**config.mk**
```make
export PLATFORM = sky130hd
export DESIGN_NAME = captura_jogada
export DESIGN_NICKNAME = d
export VERILOG_FILES = /design/src/rtl/neurosync_pkg.sv /design/src/rtl/debounce_bit.sv /design/src/rtl/captura_jogada.sv
export SDC_FILE = /design/constraint.sdc
export NUM_CORES = 1
export LEC_CHECK = 0
export CORE_MARGIN = 1.5
export CORE_UTILIZATION = 60
export CTS_CLUSTER_DIAMETER = 40
export DETAILED_ROUTE_END_ITERATION = 10
export PLACE_DENSITY = 0.78
export SYNTH_ARGS = -nofsm -noshare
export SYNTH_HDL_FRONTEND = slang
export SYNTH_SLANG_ARGS = --single-unit
```
**constraint.sdc**
```tcl
create_clock -name clock -period 3.3 [get_ports clock]
set_clock_uncertainty 0.2 [all_clocks]
set_input_delay 0.33 -clock clock [delete_from_list [all_inputs] [get_ports clock]]
set_output_delay 0.33 -clock clock [all_outputs]
set_load 0.02 [all_outputs]
```
**src/rtl/neurosync_pkg.sv**
```systemverilog
// Shared types and helpers for the neurosync player-input front end.
package neurosync_pkg;

  localparam int unsigned NUM_BOTOES = 4;

  typedef enum logic [2:0] {
    Ocioso     = 3'd0,
    Estabiliza = 3'd1,
    Avalia     = 3'd2,
    Segurado   = 3'd3,
    Solta      = 3'd4
  } estado_t;

  function automatic int unsigned popcount(input logic [NUM_BOTOES-1:0] v);
    int unsigned n;
    n = 0;
    for (int i = 0; i < NUM_BOTOES; i++) begin
      if (v[i]) n++;
    end
    return n;
  endfunction

endpackage

```
**src/rtl/debounce_bit.sv**
```systemverilog
// Single-bit 2-flop synchroniser plus stability counter; nivel is the clean level.
module debounce_bit #(
  parameter int unsigned DEBOUNCE_CYCLES = 50000
) (
  input  logic clock,
  input  logic reset,
  input  logic entrada,
  output logic nivel
);

  localparam int unsigned CW = (DEBOUNCE_CYCLES > 1) ? $clog2(DEBOUNCE_CYCLES) : 1;
  localparam logic [CW-1:0] CntFim = CW'(DEBOUNCE_CYCLES - 1);

  logic          meta_q;
  logic          sinc_q;
  logic          nivel_q;
  logic [CW-1:0] cnt_q;

  always_ff @(posedge clock) begin
    if (reset) begin
      meta_q  <= 1'b0;
      sinc_q  <= 1'b0;
      nivel_q <= 1'b0;
      cnt_q   <= '0;
    end else begin
      meta_q <= entrada;
      sinc_q <= meta_q;
      // The counter only runs while the synchronised input disagrees with the accepted level.
      if (sinc_q == nivel_q) begin
        cnt_q <= '0;
      end else if (cnt_q == CntFim) begin
        nivel_q <= sinc_q;
        cnt_q   <= '0;
      end else begin
        cnt_q <= cnt_q + CW'(1);
      end
    end
  end

  assign nivel = nivel_q;

endmodule

```
**src/rtl/captura_jogada.sv**
```systemverilog
// Player-input front end: debounces the play buttons and control keys and emits clean
// single-cycle events for the game core.
module captura_jogada
  import neurosync_pkg::*;
#(
  parameter int unsigned DEBOUNCE_CYCLES = 50000,
  parameter int unsigned REPEAT_DELAY    = 25000000,
  parameter int unsigned REPEAT_PERIOD   = 5000000
) (
  input  logic                  clock,
  input  logic                  reset,
  input  logic                  enable,
  input  logic [NUM_BOTOES-1:0] botoes,
  input  logic                  mais,
  input  logic                  menos,
  input  logic                  confirma,
  output logic [NUM_BOTOES-1:0] jogada,
  output logic                  tem_jogada,
  output logic                  jogada_invalida,
  output logic                  mais_pulso,
  output logic                  menos_pulso,
  output logic                  confirma_pulso,
  output logic [2:0]            db_estado
);

  localparam int unsigned CW = (DEBOUNCE_CYCLES > 1) ? $clog2(DEBOUNCE_CYCLES) : 1;
  localparam logic [CW-1:0] CntFim = CW'(DEBOUNCE_CYCLES - 1);

  localparam int unsigned RepMax = (REPEAT_DELAY > REPEAT_PERIOD) ? REPEAT_DELAY : REPEAT_PERIOD;
  localparam int unsigned RW = (RepMax > 1) ? $clog2(RepMax) : 1;
  localparam logic [RW-1:0] AtrasoFim  = RW'(REPEAT_DELAY - 1);
  localparam logic [RW-1:0] PeriodoFim = RW'(REPEAT_PERIOD - 1);

  // Play FSM
  logic [NUM_BOTOES-1:0] botoes_meta_q;
  logic [NUM_BOTOES-1:0] s_botoes;
  logic [NUM_BOTOES-1:0] vec_q;
  logic [NUM_BOTOES-1:0] jogada_q;
  logic [CW-1:0]         cnt_q;
  estado_t               estado_q;
  logic                  tem_jogada_q;
  logic                  invalida_q;

  always_ff @(posedge clock) begin
    if (reset) begin
      botoes_meta_q <= '0;
      s_botoes      <= '0;
      vec_q         <= '0;
      jogada_q      <= '0;
      cnt_q         <= '0;
      estado_q      <= Ocioso;
      tem_jogada_q  <= 1'b0;
      invalida_q    <= 1'b0;
    end else begin
      botoes_meta_q <= botoes;
      s_botoes      <= botoes_meta_q;
      tem_jogada_q  <= 1'b0;
      invalida_q    <= 1'b0;
      unique case (estado_q)
        Ocioso: begin
          if (s_botoes != '0) begin
            vec_q    <= s_botoes;
            cnt_q    <= '0;
            estado_q <= Estabiliza;
          end
        end
        Estabiliza: begin
          if (s_botoes == '0) begin
            estado_q <= Ocioso;
          end else if (s_botoes != vec_q) begin
            vec_q <= s_botoes;
            cnt_q <= '0;
          end else if (cnt_q == CntFim) begin
            // Verdict is registered on entry to Avalia so the pulse is visible during Avalia.
            estado_q <= Avalia;
            if (popcount(vec_q) == 1) begin
              if (enable) begin
                jogada_q     <= vec_q;
                tem_jogada_q <= 1'b1;
              end
            end else begin
              invalida_q <= enable;
            end
          end else begin
            cnt_q <= cnt_q + CW'(1);
          end
        end
        Avalia: begin
          estado_q <= Segurado;
        end
        Segurado: begin
          if (s_botoes == '0) begin
            cnt_q    <= '0;
            estado_q <= Solta;
          end
        end
        Solta: begin
          if (s_botoes != '0) begin
            estado_q <= Segurado;
          end else if (cnt_q == CntFim) begin
            estado_q <= Ocioso;
          end else begin
            cnt_q <= cnt_q + CW'(1);
          end
        end
        default: estado_q <= Ocioso;
      endcase
    end
  end

  // Control keys
  logic mais_nivel, menos_nivel, confirma_nivel;

  debounce_bit #(.DEBOUNCE_CYCLES(DEBOUNCE_CYCLES)) u_db_mais (
    .clock   (clock),
    .reset   (reset),
    .entrada (mais),
    .nivel   (mais_nivel)
  );

  debounce_bit #(.DEBOUNCE_CYCLES(DEBOUNCE_CYCLES)) u_db_menos (
    .clock   (clock),
    .reset   (reset),
    .entrada (menos),
    .nivel   (menos_nivel)
  );

  debounce_bit #(.DEBOUNCE_CYCLES(DEBOUNCE_CYCLES)) u_db_confirma (
    .clock   (clock),
    .reset   (reset),
    .entrada (confirma),
    .nivel   (confirma_nivel)
  );

  // Index 0 is mais, index 1 is menos.
  logic [1:0]    rep_nivel;
  logic [1:0]    rep_prev_q;
  logic [1:0]    rep_fase_q;
  logic [1:0]    rep_pulso_q;
  logic [RW-1:0] rep_cnt_q [2];
  logic          conf_prev_q;
  logic          conf_pulso_q;

  assign rep_nivel = {menos_nivel, mais_nivel};

  always_ff @(posedge clock) begin
    if (reset) begin
      rep_prev_q   <= '0;
      rep_fase_q   <= '0;
      rep_pulso_q  <= '0;
      conf_prev_q  <= 1'b0;
      conf_pulso_q <= 1'b0;
      for (int i = 0; i < 2; i++) rep_cnt_q[i] <= '0;
    end else begin
      conf_prev_q  <= confirma_nivel;
      conf_pulso_q <= confirma_nivel & ~conf_prev_q;
      for (int i = 0; i < 2; i++) begin
        rep_prev_q[i] <= rep_nivel[i];
        // Counters run ungated by enable so repeats resume on the next boundary.
        if (!(rep_nivel[i] && rep_prev_q[i])) begin
          rep_cnt_q[i]   <= '0;
          rep_fase_q[i]  <= 1'b0;
          rep_pulso_q[i] <= rep_nivel[i];
        end else if (rep_cnt_q[i] == (rep_fase_q[i] ? PeriodoFim : AtrasoFim)) begin
          rep_cnt_q[i]   <= '0;
          rep_fase_q[i]  <= 1'b1;
          rep_pulso_q[i] <= 1'b1;
        end else begin
          rep_cnt_q[i]   <= rep_cnt_q[i] + RW'(1);
          rep_pulso_q[i] <= 1'b0;
        end
      end
    end
  end

  assign jogada          = jogada_q;
  assign tem_jogada      = tem_jogada_q & enable;
  assign jogada_invalida = invalida_q & enable;
  assign mais_pulso      = rep_pulso_q[0] & enable;
  assign menos_pulso     = rep_pulso_q[1] & enable;
  assign confirma_pulso  = conf_pulso_q & enable;
  assign db_estado       = estado_q;

endmodule

```
### Yosys cells after proc, flatten, opt, wreduce, memory -nomap -nowiden

Memory sizes are Yosys's and may differ from the RTL's.
Index checks and enable logic that the tools add are counted.

* reduce and logical (&&, ||, !) cells: 21
* equality and inequality tests: 23
* mux-type cells: 78
* add/sub/neg operators: 9
* bitwise logic cells: 23

Operators by type and width (number)
* $mux 32: 23
* $mux 25: 8
* $add 32x1->32 const B: 3
* $mux 16: 6
* $add 16x1->16 const B: 4
* $eq 16x16->1 const B: 4
* $pmux 16 s4: 1
* $add 25x1->25 const B: 2
* $eq 25x25->1: 2
* $eq 32x1->1 const B: 1
* $mux 1: 28
* $mux 3: 7
* $pmux 3 s5: 1
* $mux 4: 3
* $reduce_or 6->1: 2
* $not 1->1: 11
* $ne 2x2->1 const B: 5
* $reduce_and 5->1: 2
* $ne 3x3->1 const B: 3
* $reduce_or 3->1: 3
* $pmux 4 s2: 1
* $reduce_bool 4->1: 2
* $and 1x1->1: 6
* $eq 3x2->1 const B: 2
* 13 further kinds: 24

* memories kept: 1
* bits in writable memories: 50
* register bits after elaboration: 102
* word-level logic and storage cells: 181
* input bits: 10

Memories
* rep_cnt_q: depth 2, width 25, read ports 2, clocked after memory_dff 0, wr ports 2, line captura_jogada.sv:140 `logic [RW-1:0] rep_cnt_q [2];`

### Longest topological paths before layout

* depth in word-level cells: 30
* depth in mapped cells: 9

### Cells and area by module

From an unflattened synthesis, not the netlist that was laid out.

* cells, all modules: 745
* area total of the unflattened synthesis: 7325.8 sq um

By module, submodules not included
* captura_jogada: cells an instance 478, times used 1, area an instance 4849.7 sq um
* debounce_bit (u_db_confirma ...): cells an instance 90, times used 2, area an instance 835.8 sq um
* debounce_bit (u_db_menos): cells an instance 87, times used 1, area an instance 804.5 sq um

### Least setup slack after synthesis

Ideal clock, no wire load.

* path kind: reg2reg
* start point: memory rep_cnt_q[1][0] in the netlist's numbering
* end point: memory rep_cnt_q[1][15] in the netlist's numbering (data pin)
* cell stages (with the launch flop): 8
* clock period less this slack: 2.319 ns
* setup slack: 0.981 ns
* data required time: 2.843 ns
* data arrival time: 1.862 ns
* cell sequence: edfxtp_1 ha_1 and4_1 nand2_1 nor4_1 a41o_1 buf_2 nor2_1

RTL lines (line)
* start: declaration: captura_jogada.sv:140

### Final worst setup path

* start point: register vec_q[1]
* end point: register jogada_q[1] (netlist: jogada[1])

* word-level cells in the longest chain between the ends: 22
* elaborated cells between the ends (all ways): 24
* those cells by class: add/sub: 2; eq/ne: 2; mux: 18; bitwise: 1; reduce/logical: 1

Ends and longest elaborated chain
* start: declaration: line captura_jogada.sv:37 `logic [NUM_BOTOES-1:0] vec_q;`
* start signal: assignment: line captura_jogada.sv:62 `vec_q <= s_botoes;`
* start signal: assignment: line captura_jogada.sv:71 `vec_q <= s_botoes;`
* $mux 32: line neurosync_pkg.sv:18 `if (v[i]) n++;`
* $mux 32: line captura_jogada.sv:73 `end else if (cnt_q == CntFim) begin`
* $mux 32: line captura_jogada.sv:70 `end else if (s_botoes != vec_q) begin`
* $mux 32: line captura_jogada.sv:68 `if (s_botoes == '0) begin`
* $mux 32: line captura_jogada.sv:59 `unique case (estado_q)`
* $mux 32: line captura_jogada.sv:45 `if (reset) begin`
* $add 32x1->32: line neurosync_pkg.sv:18
* $mux 32: line neurosync_pkg.sv:18
* (+6 left out)
* $mux 32: line neurosync_pkg.sv:18
* $mux 32: line captura_jogada.sv:73
* $mux 32: line captura_jogada.sv:70
* $mux 32: line captura_jogada.sv:68
* $mux 32: line captura_jogada.sv:59
* $mux 32: line captura_jogada.sv:45
* $eq 32x1->1: line captura_jogada.sv:76 `if (popcount(vec_q) == 1) begin`
* $reduce_and 6->1 (no line)
* end signal: assignment: line captura_jogada.sv:78 `jogada_q <= vec_q;`
* end: declaration: line captura_jogada.sv:38 `logic [NUM_BOTOES-1:0] jogada_q;`

Parallel ways exist; a longest one is shown, timed or not. The select of a mux whose other input is x is not followed.
A chain may end at the register's enable or synchronous reset.

==> metrics.md <==
| Metric | Value |
|---|---|
| Resized cells post-CTS | 0 |
| Pwr dens | 482 mW/mm2 |
| Detailed-route via count | 5483 |
| CP max-delay cell | dfxtp_1 |
| CP endpoint kind | flip-flop |
| CTS Buf Count | 17 |
| Most frequent cells in the layout | nor2_1, dfxtp_1, xnor2_1, edfxtp_1, conb_1 |
| Met1 Wirelength | 6140 um |
| DR WL met2 | 6520 um |
| Crit path buf inv count | 2 |
| CTS Sinks | 152 |
| Max transition margin | 57.8% |
| Antenna-violating nets left | 0 |
| Fill cells | 871 |
| Total Wirelength | 13400 um |
| Endpoints failing hold | 0 |
| Cells along the critical path | inv_1 -> ha_1 -> xnor2_1 -> inv_1 -> ha_1 -> nand3b_1 -> o32ai_1 -> nand3_1 -> a21oi_1 |
| Worst hold path class | reg2reg |
| Period utilization | 84.7% |
| Critical path required time | 3450 ps |
| Setup tns final | 0 ps |
| IO Pins | 22 |
| Cell taking the most area after synthesis | dfxtp_1 |
| CTS H-Tree Depth | 4 |
| FFs w/ async S/R, synth | 0% |
| VDD IR-drop max | 0.343 mV |
| Global-route wire length before repair | 23200 um |
| Initial Util | 62.5% |
| Placed cells | 951 |
| CP startpoint kind | flip-flop |
| Final estimated routing congestion in global placement | 0.841 |
| Pleak | 2.79 nW |
| Syn. warnings | 0 |
| Sequential fraction of the synthesis area | 48.8% |
| Commonest non-fill, non-tap cell in the layout | nor2_1 |
| Max clock buf depth | 2 |
| Clock Pin Slew Worst Setup and Hold Paths | 60 ps |
| RSZ-0062 raised after global routing | false |
| Netlist cell types | 63 |
| Final setup viols | 0 |
| Clock tree from TritonCTS | done |
| Die Footprint | 0.0128 mm2 |
| Routed vias/inst | 5.58 |
| Core area | 0.0116 mm2 |
| Largest cells by area after synthesis | dfxtp_1, edfxtp_1, xnor2_1 |
| Critical path arrival | 2940 ps |
| Crit Path Class | reg2reg |
| Post-CTS Setup Bufs | 0 |
| Overall global routing resource usage | 22.4% |
| DP HPWL | 9220 um |
| Slew @ Worst Pin | 631 ps |
| Initial antenna violation count | 0 |
| Mean Syn Cell Area | 9.58 um2 |
| CP max FO | 5 |
| Slowest Stage Delay on Critical Path | 450 ps |
| Ys flop type | dfxtp_1 |
| Worst skew pair latency | 420 ps |
| GRT Residual Overflow | 0 |
| Fin crit period | 2800 ps |
| Run status | completed |
| Layout Cells excl Fill | 983 |
| Root buf cell | clkbuf_16 |
| Drt pass-1 iters | 5 |
| Post-route DRC | 0 |
| Achievable frequency | 0.358 GHz |
| Hold buffer count at CTS | 0 |
| Layout area overhead | 14.1% |
| Mapped Cells | 758 |
| Slew Viols, Final | 0 |
| Die X | 113 um |
| Post-synth top area share | 28.1% |
| Nets@finish | 846 |
| Number of synthesized flops with an enable pin | 50 |
| Max cap viols | 0 |
| N_diodes | 0 |
| Top sig layer | met4 |
| Register bit total from synthesis | 152 |
| Post-Syn Area | 0.00726 mm2 |
| Avg WL per Cell | 13.6 um |
| Crit-path leading delay family | adder cells |
| PortBufs | 21 |
| Starting DRT DRC Count | 323 |
| Row Count | 39 |
| Die Height | 113 um |
| Largest net degree at the start of global routing | 37 |
| Vias in the first global route | 5264 |
| Share of layout cells above drive strength 1 | 6.67% |
| Met3 Wirelength | 463 um |
per-stage QoR:
stage	power, mW	setup WS [ps]	util [%]	area (um2)	hold WS [ps]
6_report	3.99	505	71.3	8280	186
5_1_grt	4.12	321	71.3	8280	196
2_1_floorplan	2.16	981	-	7440	167
3_5_place_dp	2.20	555	66.5	7720	182
4_1_cts	4.03	546	71.3	8280	191
3_3_place_gp	2.19	703	66.5	7720	173
cells by family after synthesis:
group / after synthesis / share of synthesized area [%]
compound gates: 53 / 5.03
buf+inv: 46 / 2.98
other cells: 1 / 0.0517
simple gates: 384 / 27.8
mux: 8 / 1.10
flops: 152 / 48.8
xor+xnor: 105 / 12.7
fa+ha+maj: 9 / 1.55
cells in the mapped netlist, types with 2 or more instances:
| cell type | count |
|---|---|
| a2111oi_1 | 7 |
| nor2b_1 | 20 |
| nor2_1 | 130 |
| dfxtp_1 | 102 |
| nor3_1 | 25 |
| a21boi_0 | 2 |
| o32ai_1 | 2 |
| nand2_1 | 47 |
| nand4bb_1 | 2 |
| buf_2 | 5 |
| xnor2_1 | 67 |
| ha_1 | 9 |
| edfxtp_1 | 50 |
| or3_1 | 12 |
| a21oi_1 | 15 |
| nand3_1 | 41 |
| and4b_1 | 2 |
| a31oi_1 | 3 |
| nand4_1 | 21 |
| and2_1 | 7 |
| nand2b_1 | 3 |
| nor4_1 | 13 |
| a21oi_2 | 2 |
| inv_1 | 24 |
| nor4_4 | 2 |
| nand3b_1 | 3 |
| o21ai_0 | 13 |
| and4_1 | 12 |
| nor2_2 | 7 |
| buf_6 | 3 |
| xor2_1 | 38 |
| and3_1 | 16 |
| mux2i_1 | 8 |
| or4_1 | 2 |
| nor4b_1 | 3 |
| nor4bb_1 | 2 |
| clkbuf_1 | 12 |
state kept, by name (all words and copies together) (netlist names), 2 cells and up:
| register | cells |
|---|---|
| u_db_confirma.cnt_q | 16 |
| vec_q | 4 |
| u_db_menos.cnt_q | 16 |
| botoes_meta_q | 4 |
| rep_cnt_q | 50 |
| s_botoes | 4 |
| db_estado | 3 |
| rep_pulso_q | 2 |
| rep_fase_q | 2 |
| jogada | 4 |
| rep_prev_q | 2 |
| cnt_q | 16 |
| u_db_mais.cnt_q | 16 |
area by class of cell:
class | instances | area (um2) | share of cell area (%)
multi-input cells | 609 | 3680 | 44.5
clock buffers | 22 | 464 | 5.61
flip-flops and latches | 152 | 3540 | 42.8
clock inverters | 10 | 95.1 | 1.15
repair buffers | 23 | 225 | 2.72
inverters | 24 | 90.1 | 1.09
well taps | 143 | 179 | 2.16
metal layers:
metal	up-vias	GRT usage, %
met5	-	0
met1	2603	28.0
met4	0	10.4
met3	23	4.45
li1	2740	-
met2	117	37.8
report_power, final:
| group | switching (mW) | total [mW] | internal [mW] |
|---|---|---|---|
| registers | 0.0426 | 2.01 | 1.97 |
| logic | 0.0890 | 0.155 | 0.0657 |
| clock network | 0.745 | 1.83 | 1.08 |
worst paths after layout:
path | start | to | slack, ps | depth (start not counted)
max | vec_q[1]$_SDFFE_PP0P_ | jogada[1]$_SDFFE_PP0P_ | 500 | 9
min | conf_prev_q$_SDFF_PP0_ | conf_pulso_q$_SDFF_PP0_ | 190 | 1
max reg2reg | vec_q[1]$_SDFFE_PP0P_ | jogada[1]$_SDFFE_PP0P_ | 500 | 9
min reg2reg | conf_prev_q$_SDFF_PP0_ | conf_pulso_q$_SDFF_PP0_ | 190 | 1
(Power assumes the default switching activity.)
